[src/rtl/imem_loader_if.sv]
// Host byte stream, instruction-memory write port and loader status for imem_loader.
interface imem_loader_if #(
    parameter int unsigned AW = 5
);
    logic [7:0]    rx_data;
    logic          rx_valid;
    logic          rx_ready;
    logic          wr_en;
    logic [AW-1:0] wr_addr;
    logic [7:0]    wr_data;
    logic          core_hold;
    logic          load_done;
    logic          load_err;

    // Host / environment side
    modport master (
        output rx_data, rx_valid,
        input  rx_ready, wr_en, wr_addr, wr_data, core_hold, load_done, load_err
    );

    // Loader side
    modport slave (
        input  rx_data, rx_valid,
        output rx_ready, wr_en, wr_addr, wr_data, core_hold, load_done, load_err
    );
endinterface

[src/rtl/imem_loader.sv]
// Instruction memory loader: parses SYNC/LEN/payload/CSUM frames from a byte
// stream, writes the payload into instruction memory and holds the core in
// reset while a frame is in flight.
module imem_loader #(
    parameter int unsigned DEPTH = 32,
    parameter int unsigned AW    = $clog2(DEPTH)
) (
    input  logic         clk,
    input  logic         reset_n,
    imem_loader_if.slave bus
);
    // Counter one bit wider than the address so a full-depth count fits.
    localparam int unsigned CW   = AW + 1;
    localparam logic [7:0]  SYNC = 8'hA5;

    localparam logic [2:0] S_IDLE = 3'd0;
    localparam logic [2:0] S_LEN  = 3'd1;
    localparam logic [2:0] S_LOAD = 3'd2;
    localparam logic [2:0] S_CSUM = 3'd3;
    localparam logic [2:0] S_END  = 3'd4;

    logic [2:0]    state_q, state_d;
    logic [CW-1:0] cnt_q, cnt_d;
    logic [CW-1:0] len_q, len_d;
    logic [7:0]    sum_q, sum_d;

    logic          rx_ready_q;
    logic          wr_en_q, wr_en_d;
    logic [AW-1:0] wr_addr_q, wr_addr_d;
    logic [7:0]    wr_data_q, wr_data_d;
    logic          core_hold_q;
    logic          load_done_q;
    logic          load_err_q, load_err_d;

    logic          accept;
    logic          len_ok;

    assign accept = bus.rx_valid & rx_ready_q;
    assign len_ok = (bus.rx_data != 8'd0) && (9'(bus.rx_data) <= 9'(DEPTH));

    // Next-state, datapath and pulse decode
    always_comb begin
        state_d    = state_q;
        cnt_d      = cnt_q;
        len_d      = len_q;
        sum_d      = sum_q;
        wr_en_d    = 1'b0;
        wr_addr_d  = wr_addr_q;
        wr_data_d  = wr_data_q;
        load_err_d = 1'b0;
        case (state_q)
            S_IDLE: begin
                if (accept && (bus.rx_data == SYNC)) begin
                    state_d = S_LEN;
                end
            end
            S_LEN: begin
                if (accept) begin
                    if (len_ok) begin
                        len_d   = CW'(bus.rx_data);
                        sum_d   = bus.rx_data;
                        cnt_d   = '0;
                        state_d = S_LOAD;
                    end else begin
                        load_err_d = 1'b1;
                        state_d    = S_IDLE;
                    end
                end
            end
            S_LOAD: begin
                // SYNC value here is ordinary payload; no mid-frame resync
                if (accept) begin
                    wr_en_d   = 1'b1;
                    wr_addr_d = cnt_q[AW-1:0];
                    wr_data_d = bus.rx_data;
                    cnt_d     = cnt_q + CW'(1);
                    sum_d     = sum_q + bus.rx_data;
                    if (cnt_d == len_q) begin
                        state_d = S_CSUM;
                    end
                end
            end
            S_CSUM: begin
                if (accept) begin
                    if (bus.rx_data == sum_q) begin
                        state_d = S_END;
                    end else begin
                        load_err_d = 1'b1;
                        state_d    = S_IDLE;
                    end
                end
            end
            S_END: begin
                state_d = S_IDLE;
            end
            default: begin
                state_d = S_IDLE;
            end
        endcase
    end

    // State, datapath and registered outputs
    always_ff @(posedge clk or negedge reset_n) begin
        if (!reset_n) begin
            state_q     <= S_IDLE;
            cnt_q       <= '0;
            len_q       <= '0;
            sum_q       <= '0;
            rx_ready_q  <= 1'b1;
            wr_en_q     <= 1'b0;
            wr_addr_q   <= '0;
            wr_data_q   <= '0;
            core_hold_q <= 1'b0;
            load_done_q <= 1'b0;
            load_err_q  <= 1'b0;
        end else begin
            state_q     <= state_d;
            cnt_q       <= cnt_d;
            len_q       <= len_d;
            sum_q       <= sum_d;
            rx_ready_q  <= (state_d != S_END);
            wr_en_q     <= wr_en_d;
            wr_addr_q   <= wr_addr_d;
            wr_data_q   <= wr_data_d;
            // Hold stays up through the error pulse so it falls the cycle after
            core_hold_q <= (state_d != S_IDLE) | load_err_d;
            load_done_q <= (state_d == S_END);
            load_err_q  <= load_err_d;
        end
    end

    assign bus.rx_ready  = rx_ready_q;
    assign bus.wr_en     = wr_en_q;
    assign bus.wr_addr   = wr_addr_q;
    assign bus.wr_data   = wr_data_q;
    assign bus.core_hold = core_hold_q;
    assign bus.load_done = load_done_q;
    assign bus.load_err  = load_err_q;

endmodule

[src/flat_wrapper.sv]
// flat-port wrapper written by rule: the top's interface ports become plain ports
module imem_loader_flat 
#(
    parameter int unsigned DEPTH = 32,
    parameter int unsigned AW    = $clog2(DEPTH)
)
  (clk, reset_n, bus_rx_data, bus_rx_valid, bus_rx_ready, bus_wr_en, bus_wr_addr, bus_wr_data, bus_core_hold, bus_load_done, bus_load_err);
  imem_loader_if #(.AW(AW)) bus_i ();
  input  logic clk;
  input  logic reset_n;
  input wire logic [$bits(bus_i.rx_data)-1:0] bus_rx_data;
  input wire logic [$bits(bus_i.rx_valid)-1:0] bus_rx_valid;
  output wire logic [$bits(bus_i.rx_ready)-1:0] bus_rx_ready;
  output wire logic [$bits(bus_i.wr_en)-1:0] bus_wr_en;
  output wire logic [$bits(bus_i.wr_addr)-1:0] bus_wr_addr;
  output wire logic [$bits(bus_i.wr_data)-1:0] bus_wr_data;
  output wire logic [$bits(bus_i.core_hold)-1:0] bus_core_hold;
  output wire logic [$bits(bus_i.load_done)-1:0] bus_load_done;
  output wire logic [$bits(bus_i.load_err)-1:0] bus_load_err;
  assign bus_i.rx_data = bus_rx_data;
  assign bus_i.rx_valid = bus_rx_valid;
  assign bus_rx_ready = bus_i.rx_ready;
  assign bus_wr_en = bus_i.wr_en;
  assign bus_wr_addr = bus_i.wr_addr;
  assign bus_wr_data = bus_i.wr_data;
  assign bus_core_hold = bus_i.core_hold;
  assign bus_load_done = bus_i.load_done;
  assign bus_load_err = bus_i.load_err;
  imem_loader #(.DEPTH(DEPTH), .AW(AW)) u_core (.clk(clk), .reset_n(reset_n), .bus(bus_i));
endmodule
[config.mk]
export PLATFORM = sky130hd
export DESIGN_NAME = imem_loader_flat
export DESIGN_NICKNAME = d
export VERILOG_FILES = /design/src/rtl/imem_loader_if.sv /design/src/rtl/imem_loader.sv /design/src/flat_wrapper.sv
export SDC_FILE = /design/constraint.sdc
export NUM_CORES = 1
export LEC_CHECK = 0
export ABC_AREA = 1
export BUFFER_PORTS_ARGS = -buffer_cell sky130_fd_sc_hd__buf_2
export CORE_MARGIN = 5
export CORE_UTILIZATION = 62
export CTS_BUF_LIST = sky130_fd_sc_hd__clkbuf_16
export DETAILED_ROUTE_END_ITERATION = 16
export GPL_TIMING_DRIVEN = 0
export PLACE_DENSITY = 0.85
export SYNTH_ARGS = -nofsm -noshare
export SYNTH_HDL_FRONTEND = slang
export SYNTH_SLANG_ARGS = --single-unit
[constraint.sdc]
create_clock -name clk -period 2.4 [get_ports clk]
set_input_delay 0.36 -clock clk [delete_from_list [all_inputs] [get_ports clk]]
set_output_delay 0.36 -clock clk [all_outputs]
set_load 0.1 [all_outputs]
==> out/qor.txt, run 1 <==
Run status: finished, final reports clean
Worst setup EP type: flop
Routed wire length: 5052 µm
WHS: 0.1999 ns
Die area: 5018 µm²
FF-to-FF End: u_core.sum_q[4]$_DFFE_PN0P_
Largest net degree at the start of global routing: 42
Ant diodes: 0
CTS Buffer Depth: 2
DRC Markers: 0
Sequential cell area fraction in the yosys report: 0.4477
Setup Buffers After CTS: 0
Vias in the first global route: 1,882
Share of flip-flops with an asynchronous set or reset: 1.000
Slew margin rel.: 0.4106
Crit path DAT: 1.93 ns
Syn Std Cell Area: 2295 µm²
Yosys reg bits: 41
Num ports: 29
RSZ-0062 raised after global routing: false
Crit Path Max Fanout: 2
First-pass GRT wire length: 8673 µm
Syn nets: 292
Initial Util: 0.6315
Worst r2r src: u_core.sum_q[0]$_DFFE_PN0P_
Kind of critical path: reg -> reg
Iteration-0 DRC Markers: 165
Final Skew: 0.004437 ns
Via-to-Cell Ratio: 5.654
Number of fill cells: 292
DRT Pass-1 Iters: 4
Total of max-cap violations: 0
Fin. Hold Viols: 0
Gpl congestion: 0.9264
Dpl hpwl: 3653 µm
Worst R2R Setup Slack: 0.67 ns
CTS resizes: 0
Layout area overhead: 14.78%
Initial antenna violation count: 0
Post-route cell area: 2634 µm²
R2R cell count: 9
GRT Util Overall: 0.2146
Syn Inst Count: 272
Final Cycle Share: 0.7222
Synth cell types: 37
CTS Hold Bufs: 0
Placed Instances: 348
Total CTS buffers: 5
Layout cell share with drive strength beyond 1: 0.2013
Startpoint Class: flop
Core area: 3633 µm²
Nets@finish: 327
Fin. max-slew vios: 0
Synth Area per Inst: 8.436 µm²
Finished Layout Cells: 356
Post-route ant nets: 0
Die height: 70.84 µm
Clk Latency, worst-skew pair: 0.28 ns
H-tree levels: 2
Die width: 70.84 µm
FMAX: 576.9 MHz
IO buf count: 28
Drt wl/cell: 14.19 µm
Via count: 2,013
Root buf cell: clkbuf_16
Worst slew pin tran: 0.8841 ns
Clock Pin Slew Worst Setup and Hold Paths: 0.06 ns
Setup TNS: 0 ns
Critical Path RT: 2.60 ns
Min-delay worst type: in -> async
Post-synth EDFFs: 0
Yosys warns: 0
Setup Viol. Count Final: 0
Row count: 22
Top FF cell, synth: dfrtp_1
Area after DPL: 2495 µm²
CTS sink cnt: 41
CTS tree: done
Min Tclk post-route: 1.733 ns
Grt total ovfl: 0
cells in the final DEF (no fill, tap or decap), types with 3 or more instances in the layout:
master,n
a21oi_1,6
buf_2,28
clkbuf_16,5
dfrtp_1,40
ha_1,8
inv_1,35
inv_2,3
nand2_1,75
nand3_1,18
nand3b_1,3
nand4_1,7
nor2_1,11
o21ai_0,18
o21ai_1,8
o21ai_2,5
xor2_1,3
registers in the layout, summed over array words and instances, names as in the netlist:
signal / cells
u_core.bus.load_err: 1
u_core.bus.wr_addr: 5
u_core.sum_q: 8
u_core.cnt_q: 6
u_core.state_q: 3
u_core.bus.wr_en: 1
u_core.bus.rx_ready: 1
u_core.len_q: 6
u_core.bus.load_done: 1
u_core.bus.core_hold: 1
u_core.bus.wr_data: 8
synthesized netlist by cell type (2+ instances only):
cell type	count	share of area
a21o_1	2	0.0065
a21oi_1	6	0.013
a31oi_1	2	0.0055
buf_6	2	0.0098
dfrtp_1	40	0.44
ha_1	8	0.044
inv_1	34	0.056
inv_2	3	0.0049
nand2_1	75	0.12
nand2_2	2	0.0055
nand3_1	18	0.039
nand3_4	2	0.015
nand3b_1	3	0.0098
nand4_1	7	0.019
nor2_1	11	0.018
nor3_1	2	0.0044
nor4_1	2	0.0055
o211ai_1	2	0.0065
o21ai_0	18	0.039
o21ai_1	8	0.017
o21ai_2	5	0.019
o22ai_2	2	0.011
xnor2_1	2	0.0076
xor2_1	3	0.011
how the worst max path moves through the flow:
| stage | slack (ns) | from | cells past startpoint | end |
|---|---|---|---|---|
| final | 0.67 | u_core.sum_q[0]$_DFFE_PN0P_ | 9 | u_core.sum_q[4]$_DFFE_PN0P_ |
| after global routing | 0.52 | u_core.sum_q[5]$_DFFE_PN0P_ | 6 | u_core.bus.load_done$_DFF_PN0_ |
| after detailed placement | 0.57 | bus_rx_data[0] | 10 | u_core.sum_q[4]$_DFFE_PN0P_ |
| after CTS | 0.66 | u_core.sum_q[0]$_DFFE_PN0P_ | 9 | u_core.sum_q[4]$_DFFE_PN0P_ |
| after floorplan | 0.47 | u_core.bus.rx_ready$_DFF_PN1_ | 9 | u_core.sum_q[0]$_DFFE_PN0P_ |
| after global placement | 0.64 | bus_rx_data[0] | 10 | u_core.sum_q[4]$_DFFE_PN0P_ |
routing by layer:
metal  wire length [µm]  global-route usage
met1               2093              0.2789
met2               2572              0.3574
met5                  0                   0
met3                327             0.03551
met4                 59             0.08559
critical path, stage by stage, from the launching register on:
cell and delay [ns]:
dfrtp_1 0.35, ha_1 0.18, inv_1 0.06, fa_1 0.40, inv_1 0.09, nand3_1 0.07
nand2_1 0.09, xor2_1 0.14, o21ai_0 0.10, o21ai_1 0.16
stage by stage:
stage / utilization / setup slack [ns]
CTS: 0.7249 / 0.6645
global route: 0.7249 / 0.5244
global placement: 0.6866 / 0.6390
detailed placement: 0.6866 / 0.5652
floorplan: - / 0.4735
finish: 0.7249 / 0.6667
cell type report:
type,count,area (µm²),area share
well taps,48,60.06,0.02280
multi-input cells,189,1072,0.4071
repair buffers,28,140.1,0.05321
clock inverters,3,13.76,0.005226
flip-flops and latches,41,1027,0.3900
plain buffers,4,50.05,0.01900
inverters,38,145.1,0.05511
clock buffers,5,125.1,0.04751
logic make-up (layout without fill, tap and decap cells):
logic type | count (synthesis) | in the layout | share of synthesized area
AO/OA/AOI/OAI | 47 | 47 | 0.1287
XOR/XNOR | 5 | 5 | 0.01909
adder cells (fa/ha/maj) | 9 | 9 | 0.05235
buffers and inverters | 42 | 78 | 0.08506
flip-flops | 41 | 41 | 0.4477
AND/OR/NAND/NOR | 128 | 128 | 0.2672
Power of run 1 is not shown: default switching activity piles up to over one toggle a cycle in this logic, so the estimate is an artifact.
==> run 2: changes to the inputs <==
ABC_AREA = 0   (was 1)
CORE_UTILIZATION = 57   (was 62)
PLACE_DENSITY = 0.79   (was 0.85)
clock period = 1.8 ns   (was 2.4 ns; I/O delays follow)
==> out/qor.txt, run 2 <==
Startpoint Class: flop
Yosys reg bits: 41 (unchanged)
Largest net degree at the start of global routing: 42 (unchanged)
Leakage: 1.491 nW
Total CTS buffers: 5 (unchanged)
Most frequent cells in the layout: nand2_1 (46), dfrtp_1 (39), buf_2 (26), buf_4 (23), nor2_1 (11)
Number of fill cells: 224 (-23%)
Power per cell area: 837.3 nW/µm²
Initial Util: 0.5966 (-0.03491)
Total of max-cap violations: 0 (unchanged)
Initial antenna violation count: 0 (unchanged)
Setup Viol. Count Final: 13 (+13)
Via-to-Cell Ratio: 5.994 (+6.0%)
Finished Core Util: 0.7845 (+0.05965)
Worst setup EP type: flop
Largest area contributor in the netlist: dfrtp_1
Critical Path End: u_core.sum_q[6]$_DFFE_PN0P_
Core area: 3716 µm² (+2.3%)
Switching Share: 0.3121
Final Skew: 0.002309 ns (-0.002128 ns)
Drt wl/cell: 18.26 µm (+29%)
Worst R2R Setup Slack: -0.24 ns (-0.90 ns)
Layout cell share with drive strength beyond 1: 0.3544 (+0.1531)
Num ports: 29 (unchanged)
Failing checks: negative setup slack
CTS tree: done
Post-synth EDFFs: 0 (unchanged)
Gpl congestion: 0.8577 (-7.4%)
Sequential cell area fraction in the yosys report: 0.4633 (+0.01566)
Combinational share of power: 0.240
Row count: 22 (unchanged)
Nets@finish: 305 (-6.7%)
Most numerous cell in the Yosys netlist: nand2_1
RSZ-0062 raised after global routing: true
Master of the slowest instance on the critical path: dfrtp_1
Syn Inst Count: 227 (-17%)
Layout area overhead: 31.49%
Crit Path Max Fanout: 3 (+1)
Finished Layout Cells: 333 (-6.5%)
Final Cycle Share: 1.132 (+0.4098)
FMAX: 490.8 MHz (-15%)
DRT Pass-1 Iters: 4 (unchanged)
Fin. max-slew vios: 0 (unchanged)
Fin. Hold Viols: 0 (unchanged)
Die width: 72.37 µm (+2.2%)
Final Worst Setup Slack: -0.2376 ns (-0.9043 ns)
Critical Path RT: 1.97 ns (-0.63 ns)
Grt total ovfl: 0 (unchanged)
CP peak stage delay: 0.41 ns (about the same)
Routed wire length: 6080 µm (+20%)
Die height: 72.37 µm (+2.2%)
Synth Area per Inst: 9.767 µm² (+16%)
Iteration-0 DRC Markers: 279 (+69%)
GRT Util Overall: 0.2306 (+0.01601)
Crit path cell chain: ha_4, inv_2, fa_2, nor2b_2, o31a_1, o21a_1, or3_1, a32o_1
Yosys warns: 0 (unchanged)
Clk Latency, worst-skew pair: 0.28 ns (about the same)
Switch Pwr: 0.0007617 W
Commonest non-fill, non-tap cell in the layout: nand2_1
Synth cell count leaders: nand2_1 (47), dfrtp_1 (40), o21ai_0 (14), nor2_1 (11)
Top FF cell, synth: dfrtp_1
Peak supply drop: 0.4273 mV
Syn Std Cell Area: 2217 µm² (-3.4%)
Clock Pin Slew Worst Setup and Hold Paths: 0.06 ns (about the same)
Die area: 5237 µm² (+4.4%)
Seq pwr share: 0.414
Run status: complete, but fails checks
Dpl hpwl: 3424 µm (-6.3%)
DRC Markers: 0 (unchanged)
Kind of critical path: reg -> reg
Ant diodes: 0 (unchanged)
Ranking of synthesized cells by area: dfrtp_1 (45%), nand2_1 (8.0%), ha_1 (4.5%)
Placed Instances: 303 (-13%)
Via count: 1,996 (-0.84%)
Post-route ant nets: 0 (unchanged)
Min Tclk post-route: 2.038 ns (+0.3043 ns)
Slew margin rel.: 0.4101 (-0.0004880)
Crit path DAT: 2.21 ns (+0.28 ns)
R2R cell count: 8 (-1)
Min-delay worst type: in -> async
IO buf count: 28 (unchanged)
Worst r2r src: u_core.sum_q[0]$_DFFE_PN0P_
Critical path startpoint: u_core.sum_q[0]$_DFFE_PN0P_
Clk pwr share: 0.346
CTS sink cnt: 41 (unchanged)
CTS Buffer Depth: 2 (unchanged)
H-tree levels: 2 (unchanged)
Vias in the first global route: 1,917 (+1.9%)
Pint: 0.001679 W
Synth cell types: 48 (+30%)
Synth top area share: 0.4515 (+0.01526)
Worst slew pin tran: 0.8849 ns (+0.0007318 ns)
First-pass GRT wire length: 9273 µm (+6.9%)
Syn nets: 247 (-15%)
Share of flip-flops with an asynchronous set or reset: 1.000 (unchanged)
Root buf cell: clkbuf_16
FF-to-FF End: u_core.sum_q[6]$_DFFE_PN0P_
[run 2: changes by cell type after synthesis, sizes merged, moves of 4 or more]
cell / change
inv: -31
nand2: -31
o21ai: -17
nand3: -13
mux2: +11
nand4: -5
and3: +4
clkbuf: +4
nor3: +4
xnor2: +4
[run 2: timing repair]
item                       CTS  global route
resized for setup           20            17
setup endpoints to repair   33            31
hold buffers                 0             0
pin swaps                    7            16
gates cloned                 1             0
setup buffers               15             9
[run 2: worst min path at each step]
stage               startpoint                             end  cells after the start
finish                 reset_n     u_core.state_q[1]$_DFF_PN0_                      1
global route           reset_n     u_core.sum_q[5]$_DFFE_PN0P_                      1
CTS                    reset_n     u_core.state_q[1]$_DFF_PN0_                      1
detailed placement     reset_n     u_core.state_q[1]$_DFF_PN0_                      1
global placement       reset_n  u_core.bus.load_done$_DFF_PN0_                      1
floorplan              reset_n  u_core.bus.core_hold$_DFF_PN0_                      0
[run 2: per-stage QoR]
step                setup WS (ns)  total power [W]  instance area, µm²  hold WS (ns)  setup TNS, ns
finish                    -0.2376         0.002441                2915        0.1105        -0.8698
CTS                       -0.2301         0.002381                2776        0.1484        -0.2420
global route              -0.2808         0.002539                2915        0.2050         -2.364
detailed placement        -0.4047         0.001497                2452        0.4459         -6.865
floorplan                 -0.1433         0.001379                2252      -0.02559         -2.236
global placement          -0.3953         0.001484                2452        0.4442         -6.548
[run 2: logic make-up (layout without fill, tap and decap cells)]
group | after synthesis | count (layout) | share of synthesized area
xor+xnor | 11 | 11 | 0.04345
compound gates | 43 | 43 | 0.1259
simple gates | 95 | 96 | 0.2111
fa+ha+maj | 9 | 9 | 0.05418
flops | 41 | 41 | 0.4633
mux | 13 | 13 | 0.07167
buf+inv | 15 | 72 | 0.03047
[run 2: cell type report]
class / count / area (µm²) / area share
Sequential cell: 41 / 1032 / 0.3541
Buffer: 6 / 37.54 / 0.01288
Clock inverter: 2 / 11.26 / 0.003863
Clock buffer: 5 / 125.1 / 0.04292
Tap cell: 48 / 60.06 / 0.02060
Timing Repair Buffer: 52 / 349.1 / 0.1197
Multi-Input combinational cell: 172 / 1271 / 0.4361
Inverter: 7 / 28.78 / 0.009871
[run 2: power by group through the flow]
stage	sequential [W]	clock, W	combinational [W]
2_1_floorplan	0.00116	0	0.000214
3_3_place_gp	0.00102	0	0.000464
3_5_place_dp	0.00102	0	0.000475
4_1_cts	0.00101	0.000846	0.000525
5_1_grt	0.00102	0.000895	0.000626
6_report	0.00101	0.000844	0.000585
[run 2: worst max-delay path, delay by kind of cell (launching register included)]
| family | cells | cell delay, ns |
|---|---|---|
| simple gates | 2 | 0.37 |
| flops | 1 | 0.41 |
| compound gates | 3 | 0.71 |
| buf+inv | 1 | 0.05 |
| fa+ha+maj | 2 | 0.39 |
[run 2: metal layers]
layer  wire (µm)  GRT usage
met3         567    0.05125
met4         191    0.09186
met2        2952     0.3852
met1        2369     0.2889
met5           0          0
(Power assumes the default switching activity.)
==> run 3: changes to the inputs <==
==> constraint.sdc (replaced) <==
create_clock -name clk -period 1.95 [get_ports clk]
set_input_delay 0.39 -clock clk [delete_from_list [all_inputs] [get_ports clk]]
set_output_delay 0.39 -clock clk [all_outputs]
set_load 0.1 [all_outputs]
==> out/qor.txt, run 3 (same netlist as run 2, synthesis figures left out) <==
Run status: complete, but fails checks
Failing checks: negative setup slack
Min-delay worst type: in -> async
Overall Power: 0.002233 W (-8.5%)
CTS tree: done
Initial Util: 0.5966 (unchanged)
Die height: 72.37 µm (unchanged)
Dpl hpwl: 3430 µm (+0.18%)
Final Skew: 0.003566 ns (+0.001257 ns)
Die area: 5237 µm² (unchanged)
Nets@finish: 291 (-4.6%)
GRT Util Overall: 0.2196 (-0.01108)
Largest net degree at the start of global routing: 42 (unchanged)
Worst setup EP type: flop
Min Tclk post-route: 2.033 ns (-0.005065 ns)
Final Cycle Share: 1.042 (-0.08967)
Clock Pin Slew Worst Setup and Hold Paths: 0.06 ns (about the same)
Layout cell share with drive strength beyond 1: 0.2978 (-0.05659)
Master of the slowest instance on the critical path: dfrtp_1
Setup Viol. Count Final: 1 (-12)
GR Util met2: 0.3327 (-0.05258)
Commonest non-fill, non-tap cell in the layout: nand2_1
DRT Pass-1 Iters: 4 (unchanged)
Critical Path RT: 2.12 ns (+0.15 ns)
DP Worst Slack: -0.4091 ns (-0.004377 ns)
Crit path cell chain: ha_4, inv_2, fa_2, nor2b_2, o31a_1, o21a_1, or3_1, a32o_1
Num ports: 29 (unchanged)
Drt wl/cell: 17.30 µm (-5.3%)
Total of max-cap violations: 0 (unchanged)
FMAX: 492.0 MHz (+0.25%)
First-pass GRT wire length: 8832 µm (-4.8%)
Post-route cell area: 2743 µm² (-5.9%)
Layout area overhead: 23.70%
Most Crowded Layer GR: met2
Via-to-Cell Ratio: 5.938 (-0.94%)
WHS: 0.2320 ns (+0.1215 ns)
CTS Buffer Depth: 2 (unchanged)
H-tree levels: 2 (unchanged)
Most frequent cells in the layout: nand2_1 (46), dfrtp_1 (38), buf_2 (27), o21ai_0 (13)
Final Worst Setup Slack: -0.08252 ns (+0.1551 ns)
CP peak stage delay: 0.42 ns (about the same)
Row count: 22 (unchanged)
Global routing usage on met3: 0.05125 (unchanged)
Clk Latency, worst-skew pair: 0.28 ns (about the same)
Worst slew pin tran: 0.8858 ns (+0.0009365 ns)
Slew margin rel.: 0.4095 (-0.0006240)
Fin. Hold Viols: 0 (unchanged)
Crit Path Max Fanout: 2 (-1)
Grt total ovfl: 0 (unchanged)
Core area: 3716 µm² (unchanged)
RSZ-0062 raised after global routing: true
Met1 Use GR: 0.2964 (+0.007493)
Via count: 1,900 (-4.8%)
Initial antenna violation count: 0 (unchanged)
Leakage: 1.407 nW (-5.6%)
Power per cell area: 814.0 nW/µm² (-2.8%)
Die width: 72.37 µm (unchanged)
Fin. max-slew vios: 0 (unchanged)
Total CTS buffers: 5 (unchanged)
Kind of critical path: reg -> reg
Gpl congestion: 0.8474 (-1.2%)
Startpoint Class: flop
DRC Markers: 0 (unchanged)
IO buf count: 28 (unchanged)
Root buf cell: clkbuf_16
Routed wire length: 5535 µm (-9.0%)
CTS sink cnt: 41 (unchanged)
Post-route ant nets: 0 (unchanged)
Peak supply drop: 0.4589 mV (+7.4%)
Iteration-0 DRC Markers: 148 (-47%)
Ant diodes: 0 (unchanged)
Area after DPL: 2436 µm² (-0.66%)
Crit path DAT: 2.20 ns (about the same)
Vias in the first global route: 1,832 (-4.4%)
==> run 3: timing repair <==
action,CTS,global route
hold buffers,0,0
cloned,1,0
pin swaps,4,7
buffers inserted,6,4
endpoints found under the hold margin,0,0
setup endpoints to repair,19,26
gates resized for setup,14,7
==> run 3: cell type report <==
class                      count  area, µm²
inverter                       7      28.78
multi-input combinational    172       1222
sequential                    41       1033
timing repair buffer          38      221.5
clock buffer                   5      125.1
fill                         250      973.4
tap                           48      60.06
clock inverter                 3      17.52
buffer                         6      33.78
==> run 3: worst max-delay path: cells and delay by family (launching register included) <==
kind	cells	cell delay, ns
flops	1	0.42
simple gates	2	0.36
compound gates	3	0.71
buf+inv	1	0.06
fa+ha+maj	2	0.38
==> run 3: power by group <==
part           switching [W]  leakage (nW)  internal (W)
Sequential         0.0000375         0.552      0.000895
Combinational       0.000329         0.784      0.000170
Clock               0.000332        0.0712      0.000469
Total               0.000698          1.41       0.00153
==> run 3: final timing paths <==
| check | cells after the start | endpoint | slack, ns | start |
|---|---|---|---|---|
| worst max-delay path | 8 | u_core.sum_q[6]$_DFFE_PN0P_ | -0.08 | u_core.sum_q[0]$_DFFE_PN0P_ |
| worst min-delay path | 1 | u_core.sum_q[5]$_DFFE_PN0P_ | 0.23 | reset_n |
| worst max register to register | 8 | u_core.sum_q[6]$_DFFE_PN0P_ | -0.08 | u_core.sum_q[0]$_DFFE_PN0P_ |
| worst min register to register | 2 | u_core.bus.wr_data[2]$_DFFE_PN0P_ | 0.47 | u_core.bus.wr_data[2]$_DFFE_PN0P_ |
| max in group asynchronous | 1 | u_core.state_q[0]$_DFF_PN0_ | 1.11 | reset_n |
| min in group clk | 2 | u_core.len_q[1]$_DFFE_PN0P_ | 0.39 | bus_rx_data[1] |
==> run 3: routing by layer <==
| metal | wire [µm] | vias up |
|---|---|---|
| li1 | - | 891 |
| met1 | 2390 | 906 |
| met2 | 2619 | 82 |
| met3 | 332 | 21 |
| met4 | 193 | 0 |
| met5 | 0 | - |
==> run 3: through the flow <==
stage | cells | utilization | setup TNS, ns
finish | 320 | 0.7380 | -0.08252
detailed placement | 303 | 0.6556 | -6.015
floorplan | 227 | - | -0.8453
CTS | 316 | 0.7192 | -0.05615
global placement | 303 | 0.6556 | -5.456
global route | 320 | 0.7380 | -0.1821
